--- src/rtl/period_meter_if.sv ---
// Signal bundle for period_meter: the measured input and the measurement results.
// master = the meter (drives the results), slave = whoever supplies sig_in and reads results.
interface period_meter_if #(
    parameter int W = 32
);
    logic         sig_in;
    logic [W-1:0] period;
    logic [W-1:0] high_time;
    logic         meas_valid;
    logic         stalled;
    logic         level;

    modport master (
        input  sig_in,
        output period, high_time, meas_valid, stalled, level
    );

    modport slave (
        output sig_in,
        input  period, high_time, meas_valid, stalled, level
    );
endinterface

--- src/rtl/period_meter.sv ---
// Measures period and high time of a slow asynchronous square wave in clk cycles, with stall detect.
// Optional `define PERIOD_METER_AVG_EN reports a 4-period running mean instead of raw values.
module period_meter #(
    parameter int W       = 32,
    parameter int TIMEOUT = 200_000_000
) (
    input  logic           clk,
    input  logic           rst,
    period_meter_if.master pm
);
    localparam logic [W-1:0] RC_MAX  = '1;
    localparam logic [W-1:0] TO_LAST = W'(TIMEOUT - 1);

    typedef enum logic [1:0] {SEEK, ARMED, RUN} state_t;

    function automatic logic [W-1:0] sat_inc(input logic [W-1:0] v);
        return (v == RC_MAX) ? v : v + 1'b1;
    endfunction

    logic         s0, s1, s2;
    logic         rise_p0, fall_p0;
    logic [W-1:0] rc, hc, rc_inc;
    logic         capture, stall_set, stall_clr, timeout_hit;
    state_t       state_q, state_d;

    // Synchronizer, edge-detect delay flop and registered edge strobes
    always_ff @(posedge clk) begin
        if (rst) begin
            s0      <= 1'b0;
            s1      <= 1'b0;
            s2      <= 1'b0;
            rise_p0 <= 1'b0;
            fall_p0 <= 1'b0;
        end else begin
            s0      <= pm.sig_in;
            s1      <= s0;
            s2      <= s1;
            rise_p0 <= s1 & ~s2;
            fall_p0 <= ~s1 & s2;
        end
    end

    assign pm.level    = s1;
    assign rc_inc      = sat_inc(rc);
    assign timeout_hit = (rc == TO_LAST) && !rise_p0;

    always_ff @(posedge clk) begin
        if (rst) state_q <= SEEK;
        else     state_q <= state_d;
    end

    always_comb begin
        state_d   = state_q;
        capture   = 1'b0;
        stall_set = 1'b0;
        stall_clr = 1'b0;
        case (state_q)
            SEEK: begin
                if (rise_p0) begin
                    state_d   = ARMED;
                    stall_clr = 1'b1;
                end
            end
            ARMED, RUN: begin
                if (rise_p0) begin
                    state_d = RUN;
                    capture = 1'b1;
                end else if (timeout_hit) begin
                    state_d   = SEEK;
                    stall_set = 1'b1;
                end
            end
            default: state_d = SEEK;
        endcase
    end

    // Interval counter, high-time latch and stall flag
    always_ff @(posedge clk) begin
        if (rst) begin
            rc         <= '0;
            hc         <= '0;
            pm.stalled <= 1'b0;
        end else begin
            rc <= rise_p0 ? '0 : rc_inc;
            if (fall_p0) hc <= rc_inc;
            if (stall_set)      pm.stalled <= 1'b1;
            else if (stall_clr) pm.stalled <= 1'b0;
        end
    end

`ifdef PERIOD_METER_AVG_EN
    function automatic logic [W-1:0] avg4(input logic [W-1:0] a, input logic [W-1:0] b,
                                          input logic [W-1:0] c, input logic [W-1:0] d);
        logic [W+1:0] sum;
        sum = {2'b00, a} + {2'b00, b} + {2'b00, c} + {2'b00, d};
        return sum[W+1:2];
    endfunction

    logic [W-1:0] per_win [3];
    logic [W-1:0] hi_win  [3];
    logic [2:0]   fill;

    // Window data needs no reset: fill count alone decides when it is trusted
    always_ff @(posedge clk) begin
        if (capture) begin
            per_win[0] <= rc_inc;
            per_win[1] <= per_win[0];
            per_win[2] <= per_win[1];
            hi_win[0]  <= hc;
            hi_win[1]  <= hi_win[0];
            hi_win[2]  <= hi_win[1];
        end
    end

    // Averaged output stage
    always_ff @(posedge clk) begin
        if (rst) begin
            fill          <= '0;
            pm.period     <= '0;
            pm.high_time  <= '0;
            pm.meas_valid <= 1'b0;
        end else begin
            pm.meas_valid <= 1'b0;
            if (stall_set) begin
                fill <= '0;
            end else if (capture) begin
                if (fill != 3'd4) fill <= fill + 3'd1;
                if (fill >= 3'd3) begin
                    pm.meas_valid <= 1'b1;
                    pm.period     <= avg4(rc_inc, per_win[0], per_win[1], per_win[2]);
                    pm.high_time  <= avg4(hc, hi_win[0], hi_win[1], hi_win[2]);
                end
            end
        end
    end
`else
    // Raw output stage
    always_ff @(posedge clk) begin
        if (rst) begin
            pm.period     <= '0;
            pm.high_time  <= '0;
            pm.meas_valid <= 1'b0;
        end else begin
            pm.meas_valid <= capture;
            if (capture) begin
                pm.period    <= rc_inc;
                pm.high_time <= hc;
            end
        end
    end
`endif
endmodule
--- src/flat_wrapper.sv ---
// flat-port wrapper written by rule: the top's interface ports become plain ports
module period_meter_flat 
#(
    parameter int W       = 32,
    parameter int TIMEOUT = 200_000_000
)
  (clk, rst, pm_sig_in, pm_period, pm_high_time, pm_meas_valid, pm_stalled, pm_level);
  period_meter_if #(.W(W)) pm_i ();
  input  logic clk;
  input  logic rst;
  input wire logic [$bits(pm_i.sig_in)-1:0] pm_sig_in;
  output wire logic [$bits(pm_i.period)-1:0] pm_period;
  output wire logic [$bits(pm_i.high_time)-1:0] pm_high_time;
  output wire logic [$bits(pm_i.meas_valid)-1:0] pm_meas_valid;
  output wire logic [$bits(pm_i.stalled)-1:0] pm_stalled;
  output wire logic [$bits(pm_i.level)-1:0] pm_level;
  assign pm_i.sig_in = pm_sig_in;
  assign pm_period = pm_i.period;
  assign pm_high_time = pm_i.high_time;
  assign pm_meas_valid = pm_i.meas_valid;
  assign pm_stalled = pm_i.stalled;
  assign pm_level = pm_i.level;
  period_meter #(.W(W), .TIMEOUT(TIMEOUT)) u_core (.clk(clk), .rst(rst), .pm(pm_i));
endmodule
--- config.mk ---
export PLATFORM = sky130hd
export DESIGN_NAME = period_meter_flat
export DESIGN_NICKNAME = d
export VERILOG_FILES = /design/src/rtl/period_meter_if.sv /design/src/rtl/period_meter.sv /design/src/flat_wrapper.sv
export SDC_FILE = /design/constraint.sdc
export NUM_CORES = 1
export LEC_CHECK = 0
export BUFFER_PORTS_ARGS = -buffer_cell sky130_fd_sc_hd__buf_4
export CORE_MARGIN = 2
export CORE_UTILIZATION = 58
export CTS_CLUSTER_SIZE = 30
export DETAILED_ROUTE_END_ITERATION = 10
export GPL_ROUTABILITY_DRIVEN = 0
export GPL_TIMING_DRIVEN = 0
export PLACE_DENSITY = 0.76
export SYNTH_ARGS = -nofsm -noshare
export SYNTH_HDL_FRONTEND = slang
export SYNTH_SLANG_ARGS = --single-unit
--- constraint.sdc ---
create_clock -name clk -period 2.7 [get_ports clk]
set_input_delay 0 -clock clk [delete_from_list [all_inputs] [get_ports clk]]
set_output_delay 0 -clock clk [all_outputs]
set_load 0.05 [all_outputs]
==> results.yml <==
placed_design:
  port_buffers: 69
  place_hpwl_mm: 12.9
  post-place-ws_ps: 161
  post_dp_cell_area_um2: 6640
power:
  p_per_area_nw_per_um2: 650
  leakagePower_nw: 2.82
  ir_drop_mv: 0.337
grt:
  grtUsageTotal: 0.332
  grt_pass1_vias: 5561
  met2_usage: 0.496
  grt_pass1_wl_mm: 28.8
  use_met3: 0.0816
  grt-ovfl-total: 0
  grt_max_degree: 17
  grt-busiest-layer: "met2"
  antenna_found_initial: 0
  grt_util_met1: 0.434
die:
  initial_core_util: 0.603
  dieArea_um2: 11100
  dieWidth_um: 105
  die_h_um: 105
  io_pins: 70
  core_um2: 9860
  placementRows: 36
finish:
  area_delta_synth_final_pct: 22.5
  final_nets: 805
  seq_area_um2: 2740
  drive_above_1_share: 0.165
  fin_area_um2: 7290
  multi_input_area_um2: 2960
  antenna_cells: 0
  fin_util: 0.739
  fillerInstances: 747
timing:
  fin_crit_sh: 0.956
  layout_setup_ws_ps: 118
  period_needed_ps: 2580
  tightest_slew_ps: 742
  skew_ps: 9.68
  slew_headroom: 0.505
  fmax_mhz: 387
  finalSetupViolations: 0
  drv_slew: 0
  hold_viol: 0
synthesis:
  avgSynthCellArea_um2: 8.40
  syn_nets: 715
  async_reset_ff_frac: 0
  netlist_instances: 708
  synth_warnings: 0
  synth_edf_count: 0
  syn_area_um2: 5950
  ys.flop_type: "dfxtp_1"
  yosys_register_bits: 137
  yosysUniqueCellTypes: 59
  seq_area_frac_synth: 0.461
clocking:
  h-tree-depth: 4
  clock_latency_ps: 540
  clkSinkCount: 137
  cts-root-buf: "clkbuf_8"
  cts-buffers-inserted: 17
  cts_tree: "built"
  clkTransAtPathRegs_ps: 60
  clockBufferDepth: 2
setup_path:
  cp.required_ps: 3090
  cp_num_buf_inv: 0
  path_delay_family: "simple AND/OR/NAND/NOR gates"
  crit_slowest_cell: "nor4_4"
  slowest_delay_ps: 580
  cp-start-kind: "flop"
  regToRegSetupSlack_ps: 120
  endpoint_kind: "flop"
  crit_fanout: 7
  crit_chain: "ha_1, and4_1, nand2_1, nor4_4, mux2i_1, a211oi_1"
  worst_ep_arrival_time_ps: 2980
  critPathKind: "flop to flop"
route:
  routed_wl_mm: 18.4
  avgViaCountPerCell: 6.41
  antenna_left: 0
  drc: 0
  drt-initial-drc-count: 626
  wire_per_inst_um: 19.5
  vias: 6053
  firstDrtPassIters: 7
worst_hold_path:
  hp-class: "input port to flop"
run_status:
  outcome: "complete, no violations"
run:
  maxCapViolCount: 0
## routing by layer
layer  up-vias  wire (um)
met3        86       1830
met5         -          0
met2       381       8130
met1      2838       7400
met4         0       1060
li1       2748          -
## state kept, by name, summed over array words and instances (netlist names)
| signal | count |
|---|---|
| u_core.hc | 32 |
| u_core.pm.high_time | 32 |
| u_core.pm.period | 32 |
| u_core.rc | 32 |
| u_core.state_q | 2 |
| u_core.fall_p0 | 1 |
| u_core.pm.level | 1 |
| u_core.pm.meas_valid | 1 |
| u_core.pm.stalled | 1 |
| u_core.rise_p0 | 1 |
| u_core.s0 | 1 |
| u_core.s2 | 1 |
## synthesized netlist by cell type (8+ instances only)
library cell | n | area share
buf_2 | 12 | 0.010
clkbuf_1 | 39 | 0.025
nand3_1 | 21 | 0.018
o21ai_0 | 41 | 0.034
nand2_1 | 117 | 0.074
or4_1 | 9 | 0.011
dfxtp_1 | 137 | 0.46
o31ai_1 | 12 | 0.015
nor4_1 | 12 | 0.013
nand4_1 | 11 | 0.012
a21oi_1 | 68 | 0.057
nor4b_1 | 8 | 0.012
mux2i_1 | 10 | 0.017
and3_1 | 20 | 0.021
or3_1 | 13 | 0.014
inv_1 | 8 | 0.0050
a211oi_1 | 12 | 0.015
a22oi_1 | 14 | 0.018
nor2_1 | 48 | 0.030
## cells by family (layout without fill, tap and decap cells)
kind of cell	Yosys count	in the layout	synth area share
AO/OA/AOI/OAI	181	181	0.186
XOR/XNOR	8	8	0.0118
adder cells (fa/ha/maj)	4	4	0.00841
buffers and inverters	65	168	0.0444
flip-flops	137	137	0.461
multiplexers	10	10	0.0168
AND/OR/NAND/NOR	303	303	0.271
## cell type report
cell class              count  share of cell area
well taps                 133              0.0228
clock buffers              19              0.0578
clock inverters            13              0.0266
flip-flops and latches    137               0.376
repair buffers             71              0.0738
inverters                   8             0.00412
plain buffers              57              0.0324
multi-input cells         506               0.406
## worst paths after layout
| kind | from | endpoint | cells past startpoint |
|---|---|---|---|
| min reg2reg | u_core.s2$_SDFF_PP0_ | u_core.rise_p0$_SDFF_PP0_ | 1 |
| min | pm_sig_in | u_core.s0$_SDFF_PP0_ | 3 |
| max | u_core.rc[0]$_SDFF_PP0_ | u_core.hc[1]$_SDFFE_PP0P_ | 6 |
| max reg2reg | u_core.rc[0]$_SDFF_PP0_ | u_core.hc[1]$_SDFFE_PP0P_ | 6 |
## repair_timing
item,4_1_cts,5_1_grt
endpoints found under the hold margin,2,0
setup buffers,0,0
endpoints found under the setup margin,0,25
hold buffers,2,0
gates resized for setup,0,7
## worst reg2reg max path, stage by stage, from the launching register on
cell      delay [ps]
dfxtp_1          410
ha_1             350
and4_1           300
nand2_1          180
nor4_4           580
mux2i_1          480
a211oi_1         130
## cell usage in the layout (no fill, tap or decap), types with 4 or more instances in the layout
master | Yosys | layout
nor2_1 | 48 | 48
nor4_1 | 12 | 11
a211oi_1 | 12 | 12
nor4b_1 | 8 | 8
nand2_1 | 117 | 117
buf_1 | 4 | 4
and3_1 | 20 | 20
and4_1 | 4 | 4
buf_2 | 12 | 12
a22oi_1 | 14 | 14
bufinv_16 | 0 | 4
o21ai_0 | 41 | 41
buf_4 | 1 | 70
nor3_1 | 5 | 5
nand4_1 | 11 | 11
ha_1 | 4 | 4
nand3_1 | 21 | 21
a31oi_1 | 5 | 5
nand2b_1 | 5 | 5
mux2i_1 | 10 | 10
inv_1 | 8 | 8
clkbuf_16 | 0 | 16
xor2_1 | 6 | 6
a21oi_1 | 68 | 68
or4_1 | 9 | 9
o31ai_1 | 12 | 10
a311oi_1 | 5 | 5
clkinv_4 | 0 | 4
dfxtp_1 | 137 | 137
a2111oi_0 | 4 | 4
nor2b_1 | 6 | 6
or3_1 | 13 | 13
o2111ai_1 | 6 | 6
clkbuf_1 | 39 | 39
## per-stage QoR
step | power (mW) | hold WS, ps | TNS (ps) | instances
global route | 4.84 | 250 | -0.948 | 944
floorplan | 2.26 | 128 | 0 | 708
detailed placement | 2.34 | 217 | 0 | 910
finish | 4.74 | 225 | 0 | 944
CTS | 4.73 | 223 | 0 | 944
global placement | 2.34 | 216 | 0 | 910
## where the power goes
| part | internal, mW | switching (mW) | leakage (nW) | total, mW |
|---|---|---|---|---|
| combinational | 0.0654 | 0.178 | 1.41 | 0.244 |
| sequential | 2.05 | 0.0192 | 1.11 | 2.07 |
| clock | 1.51 | 0.913 | 0.297 | 2.43 |
| total | 3.63 | 1.11 | 2.82 | 4.74 |
Power figures use the tool's default switching activity.
